$ cat src/rtl/countdown_timer_pkg.sv
// countdown_timer_pkg
//   Shared types for the countdown timer.
//   countdown_state_t : IDLE waits for a load, RUN counts down.
package countdown_timer_pkg;

  typedef enum logic {
    IDLE = 1'b0,
    RUN  = 1'b1
  } countdown_state_t;

endpackage

$ cat src/rtl/countdown_timer_if.sv
// countdown_timer_if
//   Load handshake bundle for the countdown timer.
//   load_valid  : requester asks to load a start value
//   load_ready  : timer can accept a load (high only while idle)
//   load_value  : start value, sampled when valid && ready
//   master modport drives the request, slave modport is the timer side.
interface countdown_timer_if #(
  parameter int DATA_WIDTH = 8
);

  logic                  load_valid;
  logic                  load_ready;
  logic [DATA_WIDTH-1:0] load_value;

  modport master (
    output load_valid,
    output load_value,
    input  load_ready
  );

  modport slave (
    input  load_valid,
    input  load_value,
    output load_ready
  );

endinterface

$ cat src/rtl/countdown_timer.sv
// countdown_timer
//   Loadable down-counter used as a timeout / delay generator. A start value
//   arrives over the load handshake; each enabled cycle subtracts STEP, and a
//   one-cycle done pulse marks the terminal count. The count saturates at zero.
//
//   Parameters:
//     DATA_WIDTH : counter width in bits
//     STEP       : decrement per enabled cycle (1 <= STEP < 2**DATA_WIDTH)
//
//   Ports:
//     clock        : rising-edge clock
//     reset_n      : asynchronous active-low reset
//     load_if      : load handshake (slave side: load_valid/load_value in, load_ready out)
//     count_enable : decrement enable
//     abort        : cancel a running countdown, no done pulse
//     count        : current count, registered
//     busy         : high while in RUN
//     done         : one-cycle terminal-count pulse, registered
//
//   Configuration:
//     COUNTDOWN_TIMER_AUTO_RELOAD_EN : when defined, the terminal event reloads
//     the last accepted start value and stays in RUN; abort is the only way back
//     to IDLE.
module countdown_timer
  import countdown_timer_pkg::*;
#(
  parameter int DATA_WIDTH = 8,
  parameter int STEP       = 1
) (
  input  logic                  clock,
  input  logic                  reset_n,
  countdown_timer_if.slave      load_if,
  input  logic                  count_enable,
  input  logic                  abort,
  output logic [DATA_WIDTH-1:0] count,
  output logic                  busy,
  output logic                  done
);

  localparam logic [DATA_WIDTH-1:0] STEP_W = DATA_WIDTH'(STEP);

  countdown_state_t      state_q, state_d;
  logic [DATA_WIDTH-1:0] count_q, count_d;
  logic                  done_q,  done_d;
  logic                  load_accept;

`ifdef COUNTDOWN_TIMER_AUTO_RELOAD_EN
  logic [DATA_WIDTH-1:0] reload_q, reload_d;
`endif

  assign load_if.load_ready = (state_q == IDLE);
  assign load_accept        = load_if.load_valid && (state_q == IDLE);

  assign count = count_q;
  assign busy  = (state_q == RUN);
  assign done  = done_q;

  // Next-state logic. done defaults low so it only pulses on a terminal event;
  // comparing count <= STEP before subtracting keeps the counter from wrapping.
  always_comb begin
    state_d = state_q;
    count_d = count_q;
    done_d  = 1'b0;
`ifdef COUNTDOWN_TIMER_AUTO_RELOAD_EN
    reload_d = reload_q;
`endif

    case (state_q)
      IDLE: begin
        if (load_accept) begin
`ifdef COUNTDOWN_TIMER_AUTO_RELOAD_EN
          reload_d = load_if.load_value;
`endif
          if (load_if.load_value != '0) begin
            count_d = load_if.load_value;
            state_d = RUN;
          end else begin
            // A zero load is already at terminal count.
            count_d = '0;
            done_d  = 1'b1;
          end
        end
      end

      RUN: begin
        if (abort) begin
          count_d = '0;
          state_d = IDLE;
        end else if (count_enable) begin
          if (count_q <= STEP_W) begin
            done_d = 1'b1;
`ifdef COUNTDOWN_TIMER_AUTO_RELOAD_EN
            count_d = reload_q;
`else
            count_d = '0;
            state_d = IDLE;
`endif
          end else begin
            count_d = count_q - STEP_W;
          end
        end
      end

      default: begin
        count_d = '0;
        state_d = IDLE;
      end
    endcase
  end

  always_ff @(posedge clock or negedge reset_n) begin
    if (!reset_n) begin
      state_q <= IDLE;
      count_q <= '0;
      done_q  <= 1'b0;
`ifdef COUNTDOWN_TIMER_AUTO_RELOAD_EN
      reload_q <= '0;
`endif
    end else begin
      state_q <= state_d;
      count_q <= count_d;
      done_q  <= done_d;
`ifdef COUNTDOWN_TIMER_AUTO_RELOAD_EN
      reload_q <= reload_d;
`endif
    end
  end

endmodule
$ cat src/flat_wrapper.sv
// flat-port wrapper written by rule: the top's interface ports become plain ports
module countdown_timer_flat import countdown_timer_pkg::*;
#(
  parameter int DATA_WIDTH = 8,
  parameter int STEP       = 1
)
  (clock, reset_n, count_enable, abort, count, busy, done, load_if_load_valid, load_if_load_value, load_if_load_ready);
  countdown_timer_if #(.DATA_WIDTH(DATA_WIDTH)) load_if_i ();
  input  logic clock;
  input  logic reset_n;
  input  logic count_enable;
  input  logic abort;
  output logic [DATA_WIDTH-1:0] count;
  output logic busy;
  output logic done;
  input wire logic [$bits(load_if_i.load_valid)-1:0] load_if_load_valid;
  input wire logic [$bits(load_if_i.load_value)-1:0] load_if_load_value;
  output wire logic [$bits(load_if_i.load_ready)-1:0] load_if_load_ready;
  assign load_if_i.load_valid = load_if_load_valid;
  assign load_if_i.load_value = load_if_load_value;
  assign load_if_load_ready = load_if_i.load_ready;
  countdown_timer #(.DATA_WIDTH(DATA_WIDTH), .STEP(STEP)) u_core (.clock(clock), .reset_n(reset_n), .load_if(load_if_i), .count_enable(count_enable), .abort(abort), .count(count), .busy(busy), .done(done));
endmodule
$ cat config.mk
export PLATFORM = sky130hd
export DESIGN_NAME = countdown_timer_flat
export DESIGN_NICKNAME = d
export VERILOG_FILES = /design/src/rtl/countdown_timer_pkg.sv /design/src/rtl/countdown_timer_if.sv /design/src/rtl/countdown_timer.sv /design/src/flat_wrapper.sv
export SDC_FILE = /design/constraint.sdc
export NUM_CORES = 1
export LEC_CHECK = 0
export CAP_MARGIN = 20
export CORE_MARGIN = 3
export CORE_UTILIZATION = 50
export CTS_BUF_LIST = sky130_fd_sc_hd__clkbuf_8 sky130_fd_sc_hd__clkbuf_16
export DETAILED_ROUTE_END_ITERATION = 10
export DONT_BUFFER_PORTS = 1
export GPL_TIMING_DRIVEN = 0
export SYNTH_ARGS = -nofsm -noshare
export SYNTH_HDL_FRONTEND = slang
export SYNTH_SLANG_ARGS = --single-unit
export TNS_END_PERCENT = 10
$ cat constraint.sdc
create_clock -name clock -period 2.6 [get_ports clock]
set_clock_uncertainty 0.05 [all_clocks]
set_input_delay 0.52 -clock clock [delete_from_list [all_inputs] [get_ports clock]]
set_output_delay 0.52 -clock clock [all_outputs]
set_load 0.05 [all_outputs]
==> results.json, run 1 <==
{
  "antenna_found_initial": 0,
  "syn_avg_cell_area_um2": 9.14,
  "path_class": "reg2reg",
  "worst_slew_pin_slew_ps": 671,
  "start_util_pct": 56.2,
  "cap_violations": 0,
  "place.gp.congestion": 0.815,
  "totalWireLength_um": 1620,
  "track_usage_pct": 19.3,
  "comb_power_share_pct": 38.0,
  "internal_power_uw": 512,
  "drt_pass1_iterations": 4,
  "rows": 12,
  "yosysSeqAreaShare_pct": 38.0,
  "htreeDepth": 1,
  "r2r_setup_slack_ps": 310,
  "critPathMaxFanout": 10,
  "async_flop_share_pct": 100,
  "drt_first_iter_violations": 13,
  "worstHoldStart": "load_if_load_value[6]",
  "synth_area_um2": 658,
  "cp.arrival_ps": 2410,
  "rr_endpoint": "u_core.count[3]$_DFFE_PN0P_",
  "period_minus_slack_ps": 2290,
  "slew_viol_final": 0,
  "synth_flop_cell": "dfrtp_1",
  "leakagePower_uw": 0.000303,
  "clk_latency_ps": 240,
  "setup_viol": 0,
  "cp-start-kind": "flip-flop",
  "grt_pass1_vias": 577,
  "syn_nets": 87,
  "ant_nets": 0,
  "cts_tree": "done",
  "final_cell_count_no_fill": 90,
  "post_cts_buffers": 0,
  "grt_overflow": 0,
  "wl_per_cell_um": 18.0,
  "synth.distinct_cells": 32,
  "cts.sinks": 10,
  "ys_top_cells_by_count": "dfrtp_1 (10), nand2_1 (8), inv_1 (5), o21ai_0 (5), nand3_1 (4)",
  "cp_num_buf_inv": 2,
  "power.density_mw_per_mm2": 1610,
  "numPortBuffers": 0,
  "nNetsFinal": 93,
  "required_ps": 2720,
  "yosysTopAreaCellShare_pct": 38.0,
  "synth.most_common_cell": "dfrtp_1",
  "num_vias": 610,
  "irDropWorstVdd_mv": 0.717,
  "rr_worst_depth": 7,
  "cts_buffer_depth": 2,
  "die_area_mm2": 0.00179,
  "worstPathCellList": "inv_1 > ha_1 > o21ba_2 > a31o_2 > buf_6 > o32ai_1 > a22o_1",
  "grt_pass1_wl_um": 2600,
  "finalHoldViolations": 0,
  "yosys_warnings": 0,
  "drive_gt1_share_pct": 15.8,
  "rsz0062_at_grt": "false",
  "antenna_cells": 0,
  "seq_power_share_pct": 48.1,
  "routed_via_density": 6.78,
  "route.detailed.drc": 0,
  "p_sw_share_pct": 56.2,
  "path_clk_slew_ps": 50,
  "relSlewSlack_pct": 55.3,
  "fin_tns_setup_ps": 0,
  "die_w_um": 42.3,
  "cts_buffers": 3,
  "synth_edf_count": 0,
  "end_kind": "flip-flop",
  "reg2reg_from": "u_core.count[0]$_DFFE_PN0P_",
  "place_hpwl_um": 1250,
  "yosysTopAreaCell": "dfrtp_1",
  "clockRootBuffer": "clkbuf_8",
  "hold_path_end": "u_core.count[6]$_DFFE_PN0P_",
  "syn_inst": 72,
  "cpPeakStageDelay_ps": 730,
  "min_period_over_period_pct": 88.1,
  "status": "finished, final reports clean",
  "ys_ff_latch": 10,
  "pwr-share-clk_pct": 13.9,
  "power.switching_uw": 655,
  "die_y_um": 42.3,
  "final.fill_count": 109,
  "worst_hold_path_type": "in2reg",
  "ioPinCount": 24,
  "syn_to_final_growth_pct": 10.5,
  "placedCellCount": 86,
  "whs_path_depth": 2,
  "crit_slowest_cell": "dfrtp_1",
  "coreArea_mm2": 0.00117,
  "yosys-top-cells-area": "dfrtp_1 (38%), nand2_1 (4.6%), o2bb2ai_1 (4.0%), ha_1 (3.8%), o21ai_0 (3.8%)",
  "cts_resized": 0,
  "fmax_mhz": 437,
  "cp_top_family": "compound AO/OA/AOI/OAI gates",
  "grt_max_degree": 11
}
[stage by stage]
step	area (um2)	hold slack (ps)	utilization [%]	total power, uW	worst slack [ps]
finish	727	373	62.1	1170	309
global route	727	383	62.1	1240	233
CTS	727	375	62.1	1170	307
detailed placement	676	175	57.7	1010	322
global placement	676	175	57.7	991	369
floorplan	658	174	-	906	486
[placed cells by master, fill, tap and decap left out, drive strengths merged, types with 2 or more instances in the layout]
master	count
nor3	3
nand2	8
nor2	2
clkbuf	3
ha	2
o2bb2ai	3
nand3	4
dfrtp	10
o211ai	2
a22o	3
a21oi	2
nor4	3
inv	5
nor2b	3
o21ai	6
nand2b	2
[logic make-up after synthesis]
family | after synthesis | synth area share, %
muxes | 1 | 1.71
and+or+nand+nor | 29 | 24.0
adders and majority gates | 2 | 3.80
AOI/OAI and AO/OA | 24 | 27.9
DFF | 10 | 38.0
buffers and inverters | 6 | 4.56
[final cells by class]
cell class | count | area [um2] | area share, %
inverter | 5 | 18.8 | 2.58
multi-input combinational | 56 | 378 | 52.0
clock buffer | 3 | 41.3 | 5.68
sequential | 10 | 250 | 34.4
tap | 14 | 17.5 | 2.41
timing repair buffer | 1 | 10.0 | 1.38
buffer | 1 | 11.3 | 1.55
[sequential cells by signal, indices dropped and copies added, names as in the netlist]
signal	cells
u_core.busy	1
u_core.done	1
u_core.count	8
[power by group through the flow]
stage	registers, uW	clock network (uW)	logic [uW]
floorplan	538	0	368
global placement	564	0	427
detailed placement	566	0	439
CTS	562	165	444
global route	576	175	488
finish	561	162	444
[per-layer routing]
metal / wire length [um] / part of all wire [%] / vias up / global-route usage (%)
met3: 164 / 10 / 2 / 7.30
met5: 0 / 0 / - / 0
met2: 748 / 46 / 31 / 30.1
met4: 14 / 0.86 / 0 / 5.59
li1: - / - / 285 / -
met1: 692 / 43 / 292 / 24.8
[how the worst max path moves through the flow]
stage / startpoint / end / slack [ps] / cells past startpoint
floorplan: u_core.count[0]$_DFFE_PN0P_ / u_core.count[3]$_DFFE_PN0P_ / 490 / 7
global placement: u_core.count[0]$_DFFE_PN0P_ / u_core.count[3]$_DFFE_PN0P_ / 370 / 7
detailed placement: u_core.count[0]$_DFFE_PN0P_ / u_core.count[3]$_DFFE_PN0P_ / 320 / 7
CTS: u_core.count[0]$_DFFE_PN0P_ / u_core.count[3]$_DFFE_PN0P_ / 310 / 7
global route: u_core.count[0]$_DFFE_PN0P_ / u_core.count[3]$_DFFE_PN0P_ / 230 / 7
finish: u_core.count[0]$_DFFE_PN0P_ / u_core.count[3]$_DFFE_PN0P_ / 310 / 7
[repair_timing]
item                                    CTS  global route
hold buffers                              1             0
endpoints found under the setup margin    0             0
hold endpoints to repair                 10             0
(Power assumes the default switching activity.)
==> inputs of run 2 (changes only) <==
==> constraint.sdc (replaced) <==
create_clock -name clock -period 2.6 [get_ports clock]
set_clock_uncertainty 0.05 [all_clocks]
set_input_delay 0.52 -clock clock [delete_from_list [all_inputs] [get_ports clock]]
set_output_delay 0.52 -clock clock [all_outputs]
set_load 0.1 [all_outputs]
==> results.json, run 2 (same netlist as run 1, synthesis figures left out) <==
{
  "critPathMaxFanout": 10,
  "nNetsFinal": 93,
  "rows": 12,
  "largest_reg_flops": 8,
  "place.gp.congestion": 0.815,
  "relSlewSlack_pct": 27.3,
  "num_vias": 592,
  "wl_per_cell_um": 18.0,
  "period_minus_slack_ps": 2320,
  "busiest_layer": "met2",
  "worst_slew_pin_slew_ps": 1090,
  "antenna_found_initial": 0,
  "min_period_over_period_pct": 89.1,
  "start_util_pct": 56.2,
  "fmax_mhz": 432,
  "end_kind": "flip-flop",
  "cap_violations": 0,
  "path_clk_slew_ps": 50,
  "finalHoldViolations": 0,
  "final.fill_count": 109,
  "grt_overflow": 0,
  "rr_worst_depth": 7,
  "cts_tree": "done",
  "drt_pass1_iterations": 4,
  "final_cell_count_no_fill": 90,
  "clockRootBuffer": "clkbuf_8",
  "placedCellCount": 86,
  "place_hpwl_um": 1250,
  "grt_max_degree": 11,
  "routed_via_density": 6.58,
  "syn_to_final_growth_pct": 11.6,
  "final_common_cell": "nand2_1",
  "drt_first_iter_violations": 9,
  "use_met2_pct": 30.7,
  "coreArea_mm2": 0.00117,
  "track_usage_pct": 19.6,
  "ant_nets": 0,
  "largest_register": "u_core.count",
  "clk_latency_ps": 240,
  "ioPinCount": 24,
  "die_area_mm2": 0.00179,
  "grtUsageMet1_pct": 24.3,
  "cts_buffer_depth": 2,
  "cp-start-kind": "flip-flop",
  "totalWireLength_um": 1620,
  "drive_gt1_share_pct": 21.1,
  "worst_hold_path_type": "in2reg",
  "cp.arrival_ps": 2440,
  "multi_input_area_um2": 378,
  "cts_buffers": 3,
  "die_w_um": 42.3,
  "ff_latch_area_um2": 254,
  "setup_viol": 0,
  "cts.sinks": 10,
  "required_ps": 2720,
  "met3_usage_pct": 8.15,
  "post_cts_buffers": 0,
  "grt_pass1_wl_um": 2640,
  "slew_viol_final": 0,
  "antenna_cells": 0,
  "final_cell_mix": "nand2_1 (8), dfrtp_1 (7), o21ai_0 (5)",
  "path_class": "reg2reg",
  "route.detailed.drc": 0,
  "grt_pass1_vias": 601,
  "htreeDepth": 1,
  "whs_path_depth": 2,
  "rsz0062_at_grt": "false",
  "numPortBuffers": 0,
  "status": "finished, final reports clean",
  "die_y_um": 42.3,
  "fin_tns_setup_ps": 0
}
run 2: cell types whose count changed in the layout (fill, tap and decap cells not counted):
cell        change
inv_1           -1
clkinvlp_4      +1
dfrtp_1         -3
dfrtp_2         +3
run 2: final cells by class:
class                           instances  area share (%)
Multi-Input combinational cell         56            51.4
Sequential cell                        10            34.6
Clock buffer                            3            5.62
Inverter                                5            3.07
Tap cell                               14            2.39
Buffer                                  1            1.53
Timing Repair Buffer                    1            1.36
run 2: worst paths after layout:
kind,slack (ps),startpoint,endpoint
max,280,u_core.count[1]$_DFFE_PN0P_,u_core.count[3]$_DFFE_PN0P_
min reg2reg,830,u_core.count[0]$_DFFE_PN0P_,u_core.count[0]$_DFFE_PN0P_
min in group asynchronous,620,reset_n,u_core.count[2]$_DFFE_PN0P_
max in group asynchronous,1530,reset_n,u_core.busy$_DFF_PN0_
max reg2reg,280,u_core.count[1]$_DFFE_PN0P_,u_core.count[3]$_DFFE_PN0P_
min,370,load_if_load_value[6],u_core.count[6]$_DFFE_PN0P_
run 2: worst max-delay path, stage by stage (launching register included):
cell	delay [ps]
dfrtp_2	700
inv_1	140
ha_1	250
o21ba_2	240
a31o_2	260
buf_6	140
o32ai_1	280
a22o_1	180
run 2: timing repair:
item | 4_1_cts | 5_1_grt
resized for setup | 4 | 0
hold buffers | 1 | 0
endpoints found under the setup margin | 2 | 0
endpoints found under the hold margin | 10 | 0
run 2: metrics by stage:
stage	utilization, %	hold slack (ps)	cell area [um2]	worst slack [ps]
after CTS	62.7	375	734	309
after floorplan	-	174	658	155
after global placement	57.7	175	676	40.9
final	62.7	373	734	284
after detailed placement	57.7	175	676	-7.25
after global routing	62.7	382	734	226
run 2: per-layer routing:
layer | up-vias | share of wire (%)
li1 | 285 | -
met1 | 275 | 43
met2 | 30 | 46
met3 | 2 | 10
met4 | 0 | 0.87
met5 | - | 0
Power of run 2 is left out: the tool's default activity adds up to more than one toggle a clock period on the data nets, which glitch-free logic cannot reach.
